## src/rtl/dcsk_rx_pkg.sv

```systemverilog
// -----------------------------------------------------------------------------
// dcsk_rx_pkg
// Shared types and default sizing for the DCSK receive-side demodulation path.
//   demod_state_t      : demodulator controller states
//   SF_W_DEFAULT       : width of the spread-factor / chip-index datapath
//   FRAME_BITS_DEFAULT : decided bits per output word
//   MIN_SF_DEFAULT     : smallest spread factor the controller will run with
// -----------------------------------------------------------------------------
package dcsk_rx_pkg;

  typedef enum logic [1:0] {
    DEMOD_IDLE      = 2'd0,
    DEMOD_STORE_REF = 2'd1,
    DEMOD_CORRELATE = 2'd2
  } demod_state_t;

  localparam int SF_W_DEFAULT       = 5;
  localparam int FRAME_BITS_DEFAULT = 32;
  localparam int MIN_SF_DEFAULT     = 2;

endpackage

```

## src/rtl/dcsk_frame_out_reg.sv

```systemverilog
// -----------------------------------------------------------------------------
// dcsk_frame_out_reg
// Output holding register for demodulated words with a valid/ready handshake.
// Ports:
//   clk_i, rst_i   : clock (rising edge), asynchronous active-high reset
//   load_i         : a completed word is presented on data_i this cycle
//   data_i         : completed word
//   ready_i        : downstream accepts data_o while valid_o=1
//   data_o         : held word
//   valid_o        : data_o holds a word not yet accepted
//   overrun_o      : one-cycle pulse when an unaccepted word is overwritten
// -----------------------------------------------------------------------------
module dcsk_frame_out_reg
  import dcsk_rx_pkg::*;
#(
  parameter int FRAME_BITS = FRAME_BITS_DEFAULT
) (
  input  logic                  clk_i,
  input  logic                  rst_i,
  input  logic                  load_i,
  input  logic [FRAME_BITS-1:0] data_i,
  input  logic                  ready_i,
  output logic [FRAME_BITS-1:0] data_o,
  output logic                  valid_o,
  output logic                  overrun_o
);

  logic [FRAME_BITS-1:0] data_q, data_d;
  logic                  valid_q, valid_d;
  logic                  overrun_q, overrun_d;

  always_comb begin
    data_d    = data_q;
    valid_d   = valid_q;
    overrun_d = 1'b0;
    if (valid_q && ready_i) begin
      valid_d = 1'b0;
    end
    if (load_i) begin
      data_d    = data_i;
      valid_d   = 1'b1;
      // Only a word that is still pending and not taken this very cycle is lost.
      overrun_d = valid_q & ~ready_i;
    end
  end

  always_ff @(posedge clk_i or posedge rst_i) begin
    if (rst_i) begin
      data_q    <= '0;
      valid_q   <= 1'b0;
      overrun_q <= 1'b0;
    end else begin
      data_q    <= data_d;
      valid_q   <= valid_d;
      overrun_q <= overrun_d;
    end
  end

  assign data_o    = data_q;
  assign valid_o   = valid_q;
  assign overrun_o = overrun_q;

endmodule

```

## src/rtl/dcsk_demod_ctrl.sv

```systemverilog
// -----------------------------------------------------------------------------
// dcsk_demod_ctrl
// Receive-side DCSK demodulation controller. Sequences the reference delay
// store (write reference chips, read them back against information chips),
// counts per-chip correlation hits, takes a majority decision per symbol and
// assembles FRAME_BITS decisions into a word handed downstream.
// Configuration macro: DCSK_DEMOD_STALL_EN
//   undefined : In_Valid=0 mid-symbol aborts to IDLE (Sym_Abort may pulse)
//   defined   : In_Valid=0 mid-symbol freezes the controller; Sym_Abort is 0
// Ports:
//   Clk, Rst       : clock (rising edge), asynchronous active-high reset
//   In_Valid       : chip qualifier
//   Chip_Corr      : XNOR of reference and information chip (CORRELATE)
//   Spread_Factor  : chips per half-symbol, sampled at symbol start
//   Del_Addr       : delay-store address (current chip index)
//   Del_Load       : delay-store write strobe
//   Del_Re         : delay-store read strobe
//   Out_Data       : demodulated word, bit 0 = first symbol of the frame
//   Out_Valid      : Out_Data holds an unaccepted word
//   Out_Ready      : downstream accept
//   Sym_Abort      : one-cycle pulse when a partial symbol/frame is discarded
//   Frame_Overrun  : one-cycle pulse when an unaccepted word is overwritten
// -----------------------------------------------------------------------------
module dcsk_demod_ctrl
  import dcsk_rx_pkg::*;
#(
  parameter int SF_W       = SF_W_DEFAULT,
  parameter int FRAME_BITS = FRAME_BITS_DEFAULT,
  parameter int MIN_SF     = MIN_SF_DEFAULT
) (
  input  logic                  Clk,
  input  logic                  Rst,
  input  logic                  In_Valid,
  input  logic                  Chip_Corr,
  input  logic [SF_W-1:0]       Spread_Factor,
  output logic [SF_W-1:0]       Del_Addr,
  output logic                  Del_Load,
  output logic                  Del_Re,
  output logic [FRAME_BITS-1:0] Out_Data,
  output logic                  Out_Valid,
  input  logic                  Out_Ready,
  output logic                  Sym_Abort,
  output logic                  Frame_Overrun
);

  localparam int              BC_W     = $clog2(FRAME_BITS);
  localparam logic [SF_W-1:0] MIN_SF_V = SF_W'(MIN_SF);
  localparam logic [BC_W-1:0] LAST_BIT = BC_W'(FRAME_BITS - 1);

  demod_state_t          state_q, state_d;
  logic [SF_W-1:0]       sf_q, sf_d;
  logic [SF_W-1:0]       chip_q, chip_d;
  logic [SF_W-1:0]       ones_q, ones_d;
  logic [BC_W-1:0]       bit_q, bit_d;
  logic [FRAME_BITS-1:0] frame_q, frame_d;

  logic                  word_load;
  logic [FRAME_BITS-1:0] word_data;

  logic [SF_W-1:0]       sf_clamped;
  logic                  last_chip;
  logic [SF_W-1:0]       ones_inc;
  logic                  decision_bit;

`ifndef DCSK_DEMOD_STALL_EN
  logic                  abort_q, abort_d;
`endif

  assign sf_clamped = (Spread_Factor < MIN_SF_V) ? MIN_SF_V : Spread_Factor;
  assign last_chip  = (chip_q == (sf_q - SF_W'(1)));
  // ones_q never exceeds sf_q-1 before the add, so the sum fits in SF_W bits.
  assign ones_inc   = ones_q + SF_W'(Chip_Corr);
  // Strict majority: 2*ones > sf. A tie decides 0.
  assign decision_bit = ({ones_inc, 1'b0} > {1'b0, sf_q});

  always_comb begin
    state_d   = state_q;
    sf_d      = sf_q;
    chip_d    = chip_q;
    ones_d    = ones_q;
    bit_d     = bit_q;
    frame_d   = frame_q;
    word_load = 1'b0;
    word_data = '0;
`ifndef DCSK_DEMOD_STALL_EN
    abort_d   = 1'b0;
`endif

    case (state_q)
      DEMOD_IDLE: begin
        if (In_Valid) begin
          // This cycle already carries reference chip 0.
          sf_d    = sf_clamped;
          chip_d  = SF_W'(1);
          state_d = DEMOD_STORE_REF;
        end
      end

      DEMOD_STORE_REF, DEMOD_CORRELATE: begin
        if (In_Valid) begin
          if (state_q == DEMOD_STORE_REF) begin
            if (last_chip) begin
              chip_d  = '0;
              state_d = DEMOD_CORRELATE;
            end else begin
              chip_d = chip_q + SF_W'(1);
            end
          end else if (last_chip) begin
            frame_d[bit_q] = decision_bit;
            ones_d  = '0;
            chip_d  = '0;
            sf_d    = sf_clamped;
            state_d = DEMOD_STORE_REF;
            if (bit_q == LAST_BIT) begin
              word_load = 1'b1;
              word_data = frame_d;
              frame_d   = '0;
              bit_d     = '0;
            end else begin
              bit_d = bit_q + BC_W'(1);
            end
          end else begin
            ones_d = ones_inc;
            chip_d = chip_q + SF_W'(1);
          end
        end else begin
`ifndef DCSK_DEMOD_STALL_EN
          // End of burst: drop any partial symbol/frame. Ending exactly on a
          // frame boundary is a clean stop and does not flag an abort.
          abort_d = (chip_q != '0) || (bit_q != '0);
          state_d = DEMOD_IDLE;
          chip_d  = '0;
          ones_d  = '0;
          bit_d   = '0;
          frame_d = '0;
`endif
        end
      end

      default: begin
        state_d = DEMOD_IDLE;
      end
    endcase
  end

  always_ff @(posedge Clk or posedge Rst) begin
    if (Rst) begin
      state_q <= DEMOD_IDLE;
      sf_q    <= '0;
      chip_q  <= '0;
      ones_q  <= '0;
      bit_q   <= '0;
      frame_q <= '0;
    end else begin
      state_q <= state_d;
      sf_q    <= sf_d;
      chip_q  <= chip_d;
      ones_q  <= ones_d;
      bit_q   <= bit_d;
      frame_q <= frame_d;
    end
  end

`ifndef DCSK_DEMOD_STALL_EN
  always_ff @(posedge Clk or posedge Rst) begin
    if (Rst) begin
      abort_q <= 1'b0;
    end else begin
      abort_q <= abort_d;
    end
  end
  assign Sym_Abort = abort_q;
`else
  assign Sym_Abort = 1'b0;
`endif

  // Strobes are masked while Rst is held so the store sees no access during reset.
  assign Del_Addr = chip_q;
  assign Del_Load = ~Rst & In_Valid &
                    ((state_q == DEMOD_IDLE) || (state_q == DEMOD_STORE_REF));
  assign Del_Re   = ~Rst & In_Valid & (state_q == DEMOD_CORRELATE);

  dcsk_frame_out_reg #(
    .FRAME_BITS (FRAME_BITS)
  ) u_frame_out (
    .clk_i     (Clk),
    .rst_i     (Rst),
    .load_i    (word_load),
    .data_i    (word_data),
    .ready_i   (Out_Ready),
    .data_o    (Out_Data),
    .valid_o   (Out_Valid),
    .overrun_o (Frame_Overrun)
  );

endmodule

```

## config.mk

```make
export PLATFORM = sky130hd
export DESIGN_NAME = dcsk_demod_ctrl
export DESIGN_NICKNAME = d
export VERILOG_FILES = /design/src/rtl/dcsk_rx_pkg.sv /design/src/rtl/dcsk_frame_out_reg.sv /design/src/rtl/dcsk_demod_ctrl.sv
export SDC_FILE = /design/constraint.sdc
export NUM_CORES = 1
export LEC_CHECK = 0
export ABC_AREA = 1
export CAP_MARGIN = 25
export CORE_MARGIN = 2
export CORE_UTILIZATION = 40
export CTS_CLUSTER_SIZE = 30
export DETAILED_ROUTE_END_ITERATION = 12
export PLACE_DENSITY = 0.69
export SKIP_CTS_REPAIR_TIMING = 1
export SYNTH_ARGS = -nofsm -noshare
export SYNTH_HDL_FRONTEND = slang
export SYNTH_SLANG_ARGS = --single-unit
```

## constraint.sdc

```tcl
create_clock -name Clk -period 3.69 [get_ports Clk]
set_input_delay 0.738 -clock Clk [delete_from_list [all_inputs] [get_ports Clk]]
set_output_delay 0.738 -clock Clk [all_outputs]
set_load 0.005 [all_outputs]
```

# Yosys cells after proc, flatten, opt, wreduce, memory -nomap -nowiden
# Index checks and enable logic that the tools add are counted.
op_classes:
  eq_ne: 11
  bitwise: 6
  n_reduce_logical: 15
  muxes: 45
  n_addsub: 4
  magnitude_cmp: 4
ops:
  columns: ["op", "n"]
  rows:
  - ["32-bit 2-to-1 mux", 9]
  - ["5-bit 2-to-1 mux", 15]
  - ["32-bit bitwise mux", 1]
  - ["5-bit case mux with 2 select lines", 2]
  - ["1-bit 2-to-1 mux", 11]
  - ["5-bit by 1-bit adder with 5-bit output, second input constant", 2]
  - ["2-bit 2-to-1 mux", 5]
  - ["2-bit inequality test, second input constant", 5]
  - ["5-bit nonzero test", 2]
  - ["6-bit by 5-bit > comparator with 1-bit output", 1]
  - ["5-bit by 6-bit less-than comparator with 1-bit output, second input constant", 1]
  - ["2-bit AND reduction", 3]
  - ["5-bit by 1-bit adder with 5-bit output", 1]
  - ["1-bit demux with 5-bit select", 1]
  - ["5-bit == test", 1]
  - ["5-bit == test, second input constant", 1]
  - ["5-bit by 1-bit greater-or-equal comparator with 1-bit output, second input constant", 1]
  - ["5-bit by 2-bit less-than comparator with 1-bit output, second input constant", 1]
  - ["5-bit AND reduction", 1]
  - ["5-bit by 1-bit subtractor with 5-bit output, second input constant", 1]
  - ["1-bit bitwise AND", 4]
  - ["2-bit case mux with 2 select lines", 1]
  - ["2-bit nonzero test", 2]
  - ["3-bit inequality test, second input constant", 1]
  - ["other kinds (9)", 12]
totals:
  out_inout_bits: 42
  word_cells: 95
  register_bits: 89

# Logic depth before layout (Yosys ltp)
logic_depth:
  word_depth: 10
  mapped_depth: 15
  mapped_depth_nobuf: 13

# By module
# A second synthesis with hierarchy kept.
hier_totals:
  hier_cells: 678
  area_unflattened_um2: 5126.2
modules_own_cells:
  columns: ["module", "instances", "cells_per_inst", "area_each_um2", "seq_area_each_um2"]
  rows:
  - ["dcsk_demod_ctrl", 1, 535, 3777.4, 1376.3]
  - ["dcsk_frame_out_reg", 1, 143, 1348.8, 850.8]

# Least setup slack after synthesis
# Ideal clock, no wire load.
synth_path:
  path_kind: "in2reg"
  from: "in Chip_Corr"
  to: "reg frame_q[10]"
  n_path_buf: 1
  stages: 13
  path_slack_ns: 1.101
  t_required_ns: 3.568
  arrival_ns: 2.467
  setup_time_ns: 0.122
  cell_sequence: "ha_1 -> ha_1 -> xor2_1 -> ha_1 -> a21oi_1 -> nand2_1 -> nand2_1 -> nand2_1 -> nand2_1 -> clkbuf_1 -> nand3_1 -> nand2_1 -> o21ai_1"
synth_between:
  elab_chain_len: 7
synth_rtl:
  columns: ["item", "line", "source"]
  rows:
  - ["start, declared", "dcsk_demod_ctrl.sv:34", "input logic Chip_Corr,"]
  - ["5-bit by 1-bit adder with 5-bit output", "dcsk_demod_ctrl.sv:72", "assign ones_inc = ones_q + SF_W'(Chip_Corr);"]
  - ["6-bit by 5-bit > comparator with 1-bit output", "dcsk_demod_ctrl.sv:74", "assign decision_bit = ({ones_inc, 1'b0} > {1'b0, sf_q});"]
  - ["32-bit bitwise mux", "dcsk_demod_ctrl.sv:109", "frame_d[bit_q] = decision_bit;"]
  - ["32-bit 2-to-1 mux", "dcsk_demod_ctrl.sv:114", "if (bit_q == LAST_BIT) begin"]
  - ["32-bit 2-to-1 mux", "dcsk_demod_ctrl.sv:108", "end else if (last_chip) begin"]
  - ["32-bit 2-to-1 mux", "dcsk_demod_ctrl.sv:101", "if (state_q == DEMOD_STORE_REF) begin"]
  - ["32-bit 2-to-1 mux", "dcsk_demod_ctrl.sv:100", "if (In_Valid) begin"]
  - ["end signal, assigned", "dcsk_demod_ctrl.sv:160", "frame_q <= frame_d;"]
  - ["end, declared", "dcsk_demod_ctrl.sv:55", "logic [FRAME_BITS-1:0] frame_q, frame_d;"]
# No other way between the ends. The select of a mux whose other input is x is not followed.
# A chain may end at the register's enable or synchronous reset.

# Final worst setup path
layout_path:
  from: "in In_Valid"
  to: "out Del_Re"
layout_between:
  elab_chain_len: 2
layout_rtl:
  columns: ["item", "line", "source"]
  rows:
  - ["start, declared", "dcsk_demod_ctrl.sv:33", "input logic In_Valid,"]
  - ["1-bit bitwise AND (2 in a row)", "dcsk_demod_ctrl.sv:181", "assign Del_Re = ~Rst & In_Valid & (state_q == DEMOD_CORRELATE);"]
  - ["end, declared", "dcsk_demod_ctrl.sv:38", "output logic Del_Re,"]
# No other way between the ends.

==> impl_metrics.env <==
export IMPL_crit_buf_inv=3
export IMPL_route_met3_wl_um=557
export IMPL_netlist_area_sq_um=4697
export IMPL_routed_via_density=5.040
export IMPL_synth_simple_area_share_pct=30.18
export IMPL_gp_congestion=0.8571
export IMPL_path_clk_slew_ns=0.06
export IMPL_synth_warnings=0
export IMPL_critPathArrivalTime_ns=2.32
export IMPL_max_vdd_ir_drop_uv=383.8
export IMPL_synth_cell_type_count=28
export IMPL_crit_path_end_kind="output port"
export IMPL_cp_start_kind="input port"
export IMPL_drt_met1_wl_um=4991
export IMPL_fin_skew_ns=0.004872
export IMPL_hold_depth=2
export IMPL_grt_use_total_pct=17.52
export IMPL_rsz0062_at_grt="no"
export IMPL_diodes=0
export IMPL_routedWlPerCell_um=13.47
export IMPL_cp_top_family="buffers and inverters"
export IMPL_reg2reg_depth=12
export IMPL_cp_depth=4
export IMPL_ys_ff_latch=89
export IMPL_setup_viol=0
export IMPL_pwr_share_seq_pct=36.1
export IMPL_clkSinkCount=89
export IMPL_p_per_area_nw_per_um2=557.4
export IMPL_grt_pass1_wl_um=17910
export IMPL_cp_slowest_cell="clkdlybuf4s50_1"
export IMPL_clk_latency_ns=0.35
export IMPL_crit_chain="clkdlybuf4s50_1 -> inv_1 -> nor3_1 -> clkdlybuf4s50_1"
export IMPL_power_leakage_nw=2.572
export IMPL_layout_min_cycle_time_ns=3.061
export IMPL_critPathMaxStageDelay_ns=0.64
export IMPL_synth_top_family_by_area="simple AND/OR/NAND/NOR gates"
export IMPL_die_y_um=112.4
export IMPL_drv_slew=0
export IMPL_crit_path_start="In_Valid"
export IMPL_cp_required_ns=2.95
export IMPL_r2r_start="sf_q[0]"
export IMPL_io_buffer_count=51
export IMPL_grt_pass1_vias=3824
export IMPL_area_delta_synth_final_pct=20.11
export IMPL_dp_hpwl_um=7124
export IMPL_drt_initial_drc_count=251
export IMPL_route_detailed_drc=0
export IMPL_worst_pin_slew_ns=0.8735
export IMPL_synthMuxAreaShare_pct=0
export IMPL_fin_cells=783
export IMPL_finalPower_mw=3.145
export IMPL_clockBufferDepth=2
export IMPL_dr_wl_met2_um=4864
export IMPL_hold_viol_final=0
export IMPL_top_layer="met4"
export IMPL_die_area_sq_um=12620
export IMPL_grt_overflow_total=0
export IMPL_path_class="in2out"
export IMPL_cts_tree="yes"
export IMPL_nets=663
export IMPL_combPwrFrac_pct=32.2
export IMPL_row_count=39
export IMPL_h_tree_depth=3
export IMPL_pre_cts_slack_ns=0.5111
export IMPL_worst_slack_ns=0.6290
export IMPL_ys_seq_area_share_pct=47.42
export IMPL_final_setup_tns_ns=0
export IMPL_antenna_found_initial=0
export IMPL_cts_root_buf="clkbuf_16"
export IMPL_hold_path_class="reg2reg"
export IMPL_synth_compound_area_share_pct=9.883
export IMPL_cts_buffers_inserted=9
export IMPL_max_freq_ghz=0.3267
export IMPL_yosys_area_share_adder_pct=4.795
export IMPL_sw_frac_of_total_pct=36.71
export IMPL_die_x_um=112.4
export IMPL_status="finished clean"
export IMPL_p_sw_mw=1.154
export IMPL_period_share_pct=82.95
export IMPL_power_internal_mw=1.990
export IMPL_vias=3946
export IMPL_hp_start="frame_q[29]"
export IMPL_clock_power_share_pct=31.7
export IMPL_pin_count=52
export IMPL_fillers=1125
export IMPL_synth_nets=616
export IMPL_crit_top_cell="clkdlybuf4s50_1"
export IMPL_rrSetupSlack_ns=1.28
export IMPL_dp_cells=767
export IMPL_postSynthAreaPerCell_sq_um=7.988
export IMPL_initial_utilization_pct=41.14
export IMPL_synth_xor_area_share_pct=1.119
export IMPL_path_max_fanout=8
export IMPL_postRouteAntennaNets=0
export IMPL_wl_um=10550
export IMPL_core_area_sq_um=11420
export IMPL_syn_inst=588
export IMPL_dr_pass1_iters=4
export IMPL_max_slew_margin_rel_pct=41.70
export IMPL_design_area_sq_um=5642
export IMPL_postPlaceCellArea_sq_um=5319
export IMPL_grt_max_degree=49
export IMPL_drive_gt1_share_pct=11.56
export IMPL_drv_cap=0
## layer usage
layer | GRT usage (%) | vias up
li1 | - | 1998
met1 | 24.41 | 1831
met2 | 27.39 | 107
met3 | 3.132 | 10
met4 | 6.748 | 0
met5 | 0 | -
## worst paths after layout
kind,endpoint
setup / recovery,Del_Re
hold / removal,frame_q[29]
setup reg to reg,u_frame_out.data_o[3]
hold reg to reg,frame_q[29]
max in group asynchronous,u_frame_out.overrun_o
min in group asynchronous,u_frame_out.data_o[3]
## cell usage in the layout, fill, tap and decap left out, types with 9 or more instances in the layout
cell / synthesis / layout
clkbuf_16: 0 / 9
clkdlybuf4s50_1: 0 / 51
o21ai_1: 53 / 53
nand2_1: 166 / 166
nor2_1: 47 / 47
or2_2: 33 / 33
ha_1: 18 / 18
dfrtp_1: 89 / 89
nand3_1: 63 / 63
o21ai_0: 15 / 15
inv_1: 41 / 40
## cell usage after synthesis (all sizes together)
cell	instances	area share (%)
buf	11	2.1
a21o	1	0.16
dfrtp	89	47
xor2	6	1.1
nor2	48	3.9
a21oi	7	0.83
ha	18	4.8
nor3	7	0.85
inv	45	3.6
o21ai	76	8.7
or2	33	4.4
clkbuf	11	0.91
a21boi	1	0.16
nand2	167	13
nand3	64	6.9
nand3b	2	0.32
nand4	2	0.40
## cell families after synthesis
group / count (synthesis)
simple gates: 323
flops: 89
compound gates: 85
buf+inv: 67
fa+ha+maj: 18
xor+xnor: 6
## sequential cells by signal, summed over array words and instances (netlist names), 2 cells and up
signal and count:
bit_q 5, Del_Addr 5, sf_q 5, u_frame_out.data_o 32, ones_q 5, state_q 2, frame_q 32
## stage by stage
step	hold WS, ns	util [%]
finish	0.4793	49.41
global route	0.5049	49.41
CTS	0.4875	49.41
detailed placement	0.4716	46.58
global placement	0.4636	46.58
floorplan	0.4457	-
## area by class of cell
cell class / count / area (sq um) / share of cell area [%]
sequential: 89 / 2227 / 39.48
multi-input combinational: 432 / 2167 / 38.41
timing repair buffer: 58 / 575.6 / 10.20
clock buffer: 12 / 246.5 / 4.369
tap: 143 / 178.9 / 3.171
inverter: 45 / 170.2 / 3.016
clock inverter: 4 / 76.32 / 1.353
## worst min-delay path, cell delays in order (launching register included)
cell and delay [ns]:
dfrtp_1 0.33, nand2_1 0.05, o21ai_0 0.06
## power by group through the flow
stage	Combinational [mW]	Clock, mW	Sequential (mW)
after global routing	1.15	1.06	1.15
after CTS	1.01	1.02	1.14
final	1.01	0.995	1.14
after detailed placement	1.00	0	1.15
after floorplan	0.756	0	1.13
after global placement	0.983	0	1.15
Note: power is estimated with default switching activity, not from simulation.
